## config.mk

```make
export PLATFORM = sky130hd
export DESIGN_NAME = dmem_arbiter_flat
export DESIGN_NICKNAME = d
export VERILOG_FILES = /design/src/rtl/dmem_arbiter_if.sv /design/src/rtl/dmem_arbiter.sv /design/src/flat_wrapper.sv
export SDC_FILE = /design/constraint.sdc
export NUM_CORES = 1
export LEC_CHECK = 0
export CAP_MARGIN = 20
export CORE_MARGIN = 4
export CORE_UTILIZATION = 40
export CTS_CLUSTER_SIZE = 30
export DETAILED_ROUTE_END_ITERATION = 8
export HOLD_SLACK_MARGIN = 0.12
export PLACE_DENSITY = 0.85
export SETUP_SLACK_MARGIN = 0.15
export SYNTH_ARGS = -nofsm -noshare
export SYNTH_HDL_FRONTEND = slang
export SYNTH_SLANG_ARGS = --single-unit
```

## constraint.sdc

```tcl
create_clock -name clk -period 2.6 [get_ports clk]
set_input_delay 0.39 -clock clk [delete_from_list [all_inputs] [get_ports clk]]
set_output_delay 0.39 -clock clk [all_outputs]
set_load 0.02 [all_outputs]
```

## src/rtl/dmem_arbiter_if.sv

```systemverilog
// dmem_arbiter_if -- bundle of all requester, response and shared-memory
// signals around dmem_arbiter.
//   slave  : arbiter side (takes requests and mem_read_data, drives acks,
//            rdata, busy, owner and the memory strobes)
//   master : requester/memory side (the mirror image)
interface dmem_arbiter_if #(
   parameter int ADDR_W = 32,
   parameter int DATA_W = 32
);
   logic              req0;
   logic              req1;
   logic              we0;
   logic              we1;
   logic [ADDR_W-1:0] addr0;
   logic [ADDR_W-1:0] addr1;
   logic [DATA_W-1:0] wdata0;
   logic [DATA_W-1:0] wdata1;
   logic              ack0;
   logic              ack1;
   logic [DATA_W-1:0] rdata;
   logic              busy;
   logic              owner;
   logic [ADDR_W-1:0] mem_address;
   logic [DATA_W-1:0] mem_write_data;
   logic              mem_read;
   logic              mem_write;
   logic [DATA_W-1:0] mem_read_data;

   modport slave (
      input  req0, req1, we0, we1, addr0, addr1, wdata0, wdata1, mem_read_data,
      output ack0, ack1, rdata, busy, owner,
             mem_address, mem_write_data, mem_read, mem_write
   );

   modport master (
      output req0, req1, we0, we1, addr0, addr1, wdata0, wdata1, mem_read_data,
      input  ack0, ack1, rdata, busy, owner,
             mem_address, mem_write_data, mem_read, mem_write
   );
endinterface

```

## src/rtl/dmem_arbiter.sv

```systemverilog
// dmem_arbiter -- two-requester arbiter in front of a single data memory.
// Each transaction takes three cycles: IDLE (grant) -> ACCESS (memory
// strobe) -> RESP (one-cycle ack to the winner).
//
// Ports:
//   clk    : clock, all state changes on the rising edge
//   rst_n  : asynchronous active-low reset
//   bus    : dmem_arbiter_if.slave -- req/we/addr/wdata from requesters 0/1,
//            ack0/ack1, rdata, busy, owner, and the memory port
//            (mem_address, mem_write_data, mem_read, mem_write,
//            mem_read_data; memory reads combinationally, writes on clk)
//
// Build option:
//   DMEM_ARB_RR_EN -- round-robin between simultaneous requests. When
//   undefined, requester 0 always wins a tie and no pointer flop exists.
module dmem_arbiter #(
   parameter int ADDR_W = 32,
   parameter int DATA_W = 32
) (
   input  logic           clk,
   input  logic           rst_n,
   dmem_arbiter_if.slave  bus
);

   typedef enum logic [1:0] {
      IDLE   = 2'd0,
      ACCESS = 2'd1,
      RESP   = 2'd2
   } state_t;

   state_t            state;
   logic              grant1;
   logic              win_we;
   logic [ADDR_W-1:0] win_addr;
   logic [DATA_W-1:0] win_wdata;

`ifdef DMEM_ARB_RR_EN
   // Index of the last granted requester; resets to 1 so requester 0
   // wins the first tie.
   logic last_q;

   always_comb begin
      grant1 = bus.req1 & (~bus.req0 | ~last_q);
   end
`else
   always_comb begin
      grant1 = bus.req1 & ~bus.req0;
   end
`endif

   always_comb begin
      win_we    = grant1 ? bus.we1    : bus.we0;
      win_addr  = grant1 ? bus.addr1  : bus.addr0;
      win_wdata = grant1 ? bus.wdata1 : bus.wdata0;
   end

   // The memory strobe registers double as the latched transaction: they
   // are loaded at the grant and cleared after the single ACCESS cycle.
   always_ff @(posedge clk or negedge rst_n) begin
      if (!rst_n) begin
         state              <= IDLE;
         bus.ack0           <= 1'b0;
         bus.ack1           <= 1'b0;
         bus.busy           <= 1'b0;
         bus.owner          <= 1'b0;
         bus.rdata          <= '0;
         bus.mem_address    <= '0;
         bus.mem_write_data <= '0;
         bus.mem_read       <= 1'b0;
         bus.mem_write      <= 1'b0;
`ifdef DMEM_ARB_RR_EN
         last_q             <= 1'b1;
`endif
      end else begin
         case (state)
            IDLE: begin
               if (bus.req0 || bus.req1) begin
                  state              <= ACCESS;
                  bus.busy           <= 1'b1;
                  bus.owner          <= grant1;
                  bus.mem_address    <= win_addr;
                  bus.mem_write_data <= win_wdata;
                  bus.mem_write      <= win_we;
                  bus.mem_read       <= ~win_we;
`ifdef DMEM_ARB_RR_EN
                  last_q             <= grant1;
`endif
               end
            end
            ACCESS: begin
               state              <= RESP;
               if (bus.mem_read) begin
                  bus.rdata <= bus.mem_read_data;
               end
               bus.ack0           <= ~bus.owner;
               bus.ack1           <= bus.owner;
               bus.mem_address    <= '0;
               bus.mem_write_data <= '0;
               bus.mem_read       <= 1'b0;
               bus.mem_write      <= 1'b0;
            end
            RESP: begin
               state    <= IDLE;
               bus.ack0 <= 1'b0;
               bus.ack1 <= 1'b0;
               bus.busy <= 1'b0;
            end
            default: begin
               state <= IDLE;
            end
         endcase
      end
   end

endmodule

```

## src/flat_wrapper.sv

```systemverilog
// flat-port wrapper written by rule: the top's interface ports become plain ports
module dmem_arbiter_flat 
#(
   parameter int ADDR_W = 32,
   parameter int DATA_W = 32
)
  (clk, rst_n, bus_req0, bus_req1, bus_we0, bus_we1, bus_addr0, bus_addr1, bus_wdata0, bus_wdata1, bus_mem_read_data, bus_ack0, bus_ack1, bus_rdata, bus_busy, bus_owner, bus_mem_address, bus_mem_write_data, bus_mem_read, bus_mem_write);
  dmem_arbiter_if #(.ADDR_W(ADDR_W), .DATA_W(DATA_W)) bus_i ();
  input  logic clk;
  input  logic rst_n;
  input wire logic [$bits(bus_i.req0)-1:0] bus_req0;
  input wire logic [$bits(bus_i.req1)-1:0] bus_req1;
  input wire logic [$bits(bus_i.we0)-1:0] bus_we0;
  input wire logic [$bits(bus_i.we1)-1:0] bus_we1;
  input wire logic [$bits(bus_i.addr0)-1:0] bus_addr0;
  input wire logic [$bits(bus_i.addr1)-1:0] bus_addr1;
  input wire logic [$bits(bus_i.wdata0)-1:0] bus_wdata0;
  input wire logic [$bits(bus_i.wdata1)-1:0] bus_wdata1;
  input wire logic [$bits(bus_i.mem_read_data)-1:0] bus_mem_read_data;
  output wire logic [$bits(bus_i.ack0)-1:0] bus_ack0;
  output wire logic [$bits(bus_i.ack1)-1:0] bus_ack1;
  output wire logic [$bits(bus_i.rdata)-1:0] bus_rdata;
  output wire logic [$bits(bus_i.busy)-1:0] bus_busy;
  output wire logic [$bits(bus_i.owner)-1:0] bus_owner;
  output wire logic [$bits(bus_i.mem_address)-1:0] bus_mem_address;
  output wire logic [$bits(bus_i.mem_write_data)-1:0] bus_mem_write_data;
  output wire logic [$bits(bus_i.mem_read)-1:0] bus_mem_read;
  output wire logic [$bits(bus_i.mem_write)-1:0] bus_mem_write;
  assign bus_i.req0 = bus_req0;
  assign bus_i.req1 = bus_req1;
  assign bus_i.we0 = bus_we0;
  assign bus_i.we1 = bus_we1;
  assign bus_i.addr0 = bus_addr0;
  assign bus_i.addr1 = bus_addr1;
  assign bus_i.wdata0 = bus_wdata0;
  assign bus_i.wdata1 = bus_wdata1;
  assign bus_i.mem_read_data = bus_mem_read_data;
  assign bus_ack0 = bus_i.ack0;
  assign bus_ack1 = bus_i.ack1;
  assign bus_rdata = bus_i.rdata;
  assign bus_busy = bus_i.busy;
  assign bus_owner = bus_i.owner;
  assign bus_mem_address = bus_i.mem_address;
  assign bus_mem_write_data = bus_i.mem_write_data;
  assign bus_mem_read = bus_i.mem_read;
  assign bus_mem_write = bus_i.mem_write;
  dmem_arbiter #(.ADDR_W(ADDR_W), .DATA_W(DATA_W)) u_core (.clk(clk), .rst_n(rst_n), .bus(bus_i));
endmodule
```

==> results.md <==
* Area added between synthesis and finish at 70.4%
* Gpl congestion at between 0.7 and 0.8
* Worst hold path type: flip-flop to flip-flop
* Setup Skew at 0.00456 ns
* Worst hold path depth at 1
* Final setup fails at 0
* Synth area leaders: dfrtp_1 (57%), mux2i_1 (14%), o2bb2ai_1 (13%)
* Die Width at 115 microns
* Sw Ratio at 0.374
* Relative slew slack at 0.577
* Die area at 13100 sq um
* FF-to-FF path depth at 6
* Hold Vio Cnt, Final at 0
* Port Buffers at between 200 and 300
* RSZ-0062 raised after global routing: false
* Gate Count Post-Synth at 322
* Maximum number of pins on one net before global-route repair at 67
* Startpoint Class: flip-flop
* Int Power at 5.77 mW
* Max IR drop VDD at 0.000764 V
* Clock Latency Late Sink at 0.34 ns
* Multi-input gate area at between 1500 and 2000 sq um
* Cell Count, Final, Fillers Out at 732
* Status: finished, final reports clean
* Tcrit/Tclk final at 0.800
* Most frequent cells in the layout: clkdlybuf4s50_1 (266), dfrtp_1 (104), mux2i_1 (65), o2bb2ai_1 (65), mux2_2 (33)
* WS Path Type: flip-flop to flip-flop
* Sequential area share after synthesis at 0.573
* Drt pass-1 iters at 4
* Gate power share at 0.522
* Pwr/cell area at between 1000 and 1500 nW/um^2
* Psw at 3.44 mW
* First-pass GRT wire length at ~22000 microns
* LEAKAGE at 3.44 nW
* Post-route cell area at 7730 sq um
* Hold_ws at 0.486 ns
* Fmax achieved at 480 MHz
* Total grt overflow at 0
* CP required at 2.85 ns
* Clock sinks at 104
* Endpoint class of the critical path: flip-flop
* Max-cap viol count at 0
* Total GRT Usage at 0.210
* Total vias in the final route at 3756
* Starting Density at 0.413
* # H-tree levels at 3
* Commonest non-fill, non-tap cell in the layout: clkdlybuf4s50_1
* Routed length per instance at 19.2 microns
* Crit-path max FO at 66
* Number of vias per cell at 5.13
* Post-Syn Area at 4540 sq um
* DRC at 0
* Cell accounting for the most synthesized area: dfrtp_1
* # IOs at 268
* Fillcell total at 802
* Rows at 38
* Share of cells above drive strength 1 at 0.101
* Ant diodes at 0
* DRT iter0 DRCs at 160
* Clk slew on worst S/H paths at 0.06 ns
* Placed insts at 715
* Deepest clock path buffer count at 2
* Max-slew violations at 0
* Setup TNS at 0 ns
* Nets at 759
* Synth top area share at 0.573
* Post-DRT Antenna Nets at 0
* CTS tree: built
* Vias in the first global route at 4191
* Hpwl dp at 10700 microns
* CTS Buf Count at 9
* Die Ht at 115 microns
* Pwr Total at just over 9 mW
* Reg power frac at 0.317
* Root Driver: clkbuf_16
* Syn_nets at about 490
* Initial antenna violation count at 0
* Seq. cell area at 2600 sq um
* Setup Fix Bufs, Post-CTS at 0
* Worst EP arrival at 2.33 ns
* Synthesis-stage register bit count at 104
* Clk network pwr share at 0.161
* Mean post-synth cell area at 14.1 sq um
* Placed Instance Area at 7390 sq um
* Post-synthesis cell type count at 23
* Worst Tran Pin Value at around 0.63 ns
* Synth warn at 0
* Core footprint at 11000 sq um
* Post-Route WL at 14100 microns
* Final Critical Period at 2.08 ns
==> flip-flops by register name (all words and copies together) (netlist names) <==
signal / flops
u_core.bus.mem_write_data: 32
u_core.bus.owner: 1
u_core.bus.mem_address: 32
u_core.bus.ack1: 1
u_core.state: 2
u_core.bus.mem_read: 1
u_core.bus.rdata: 32
u_core.bus.mem_write: 1
u_core.bus.busy: 1
u_core.bus.ack0: 1
==> repair_timing <==
item,4_1_cts,5_1_grt
hold buffers,1,0
setup endpoints to repair,0,0
gates resized for setup,0,0
endpoints found under the hold margin,46,0
==> cell type report <==
type                            instances  area share
Timing Repair Buffer                  278       0.363
Clock inverter                          2     0.00777
Inverter                                4     0.00194
Sequential cell                       104       0.337
Multi-Input combinational cell        190       0.233
Clock buffer                           14      0.0354
Tap cell                              140      0.0227
==> power groups by stage <==
stage / combinational [mW] / clock [mW] / sequential, mW
floorplan: 1.47 / 0 / 3.91
global placement: 4.74 / 0 / 2.91
detailed placement: 4.85 / 0 / 2.94
CTS: 4.86 / 1.53 / 2.93
global route: 5.08 / 1.60 / 3.03
finish: 4.80 / 1.48 / 2.92
==> metrics by stage <==
step | util | setup WS (ns)
3_5_place_dp | 0.673 | 0.514
4_1_cts | 0.704 | 0.537
3_3_place_gp | 0.673 | 0.576
5_1_grt | 0.704 | 0.433
6_report | 0.704 | 0.519
2_1_floorplan | - | 0.853
==> critical path: stages, from the launching register on <==
cell and delay [ns]:
dfrtp_1 0.40, inv_1 0.15, ha_1 0.37, or3b_1 0.45, o21ai_4 0.10, buf_12 0.30, o2bb2ai_1 0.17
==> per-layer routing <==
metal / vias to the layer above / wire [microns] / track usage
met5: - / 0 / 0
met4: 0 / 493 / 0.101
met3: 32 / 1510 / 0.0766
met2: 183 / 6910 / 0.357
met1: 1795 / 5140 / 0.234
li1: 1746 / - / -
==> Yosys cell counts (all sizes together) <==
| cell | number |
|---|---|
| a21oi | 2 |
| a22o | 1 |
| buf | 21 |
| clkbuf | 3 |
| dfrtp | 104 |
| ha | 6 |
| inv | 4 |
| mux2 | 33 |
| mux2i | 65 |
| nand2 | 3 |
| nand2b | 1 |
| nand3b | 1 |
| nor2 | 3 |
| nor3 | 1 |
| nor3b | 1 |
| o211ai | 1 |
| o21ai | 5 |
| o2bb2ai | 65 |
| o31ai | 1 |
| or3b | 1 |
==> kinds of logic (layout without fill, tap and decap cells) <==
kind of cell / after synthesis / after routing / synth area share
mux: 98 / 98 / 0.225
fa+ha+maj: 6 / 6 / 0.0165
buf+inv: 28 / 298 / 0.0339
simple gates: 11 / 11 / 0.0127
compound gates: 75 / 75 / 0.138
flops: 104 / 104 / 0.573
==> final timing paths <==
check	from	endpoint	slack [ns]
worst max-delay path	u_core.state[0]	u_core.bus.mem_write_data[19]	0.52
worst min-delay path	u_core.bus.mem_write	u_core.bus.mem_write	0.49
worst max register to register	u_core.state[0]	u_core.bus.mem_write_data[19]	0.52
worst min register to register	u_core.bus.mem_write	u_core.bus.mem_write	0.49
max in group asynchronous	rst_n	u_core.bus.rdata[31]	1.32
min in group asynchronous	rst_n	u_core.bus.rdata[23]	0.60
(Power assumes the default switching activity.)
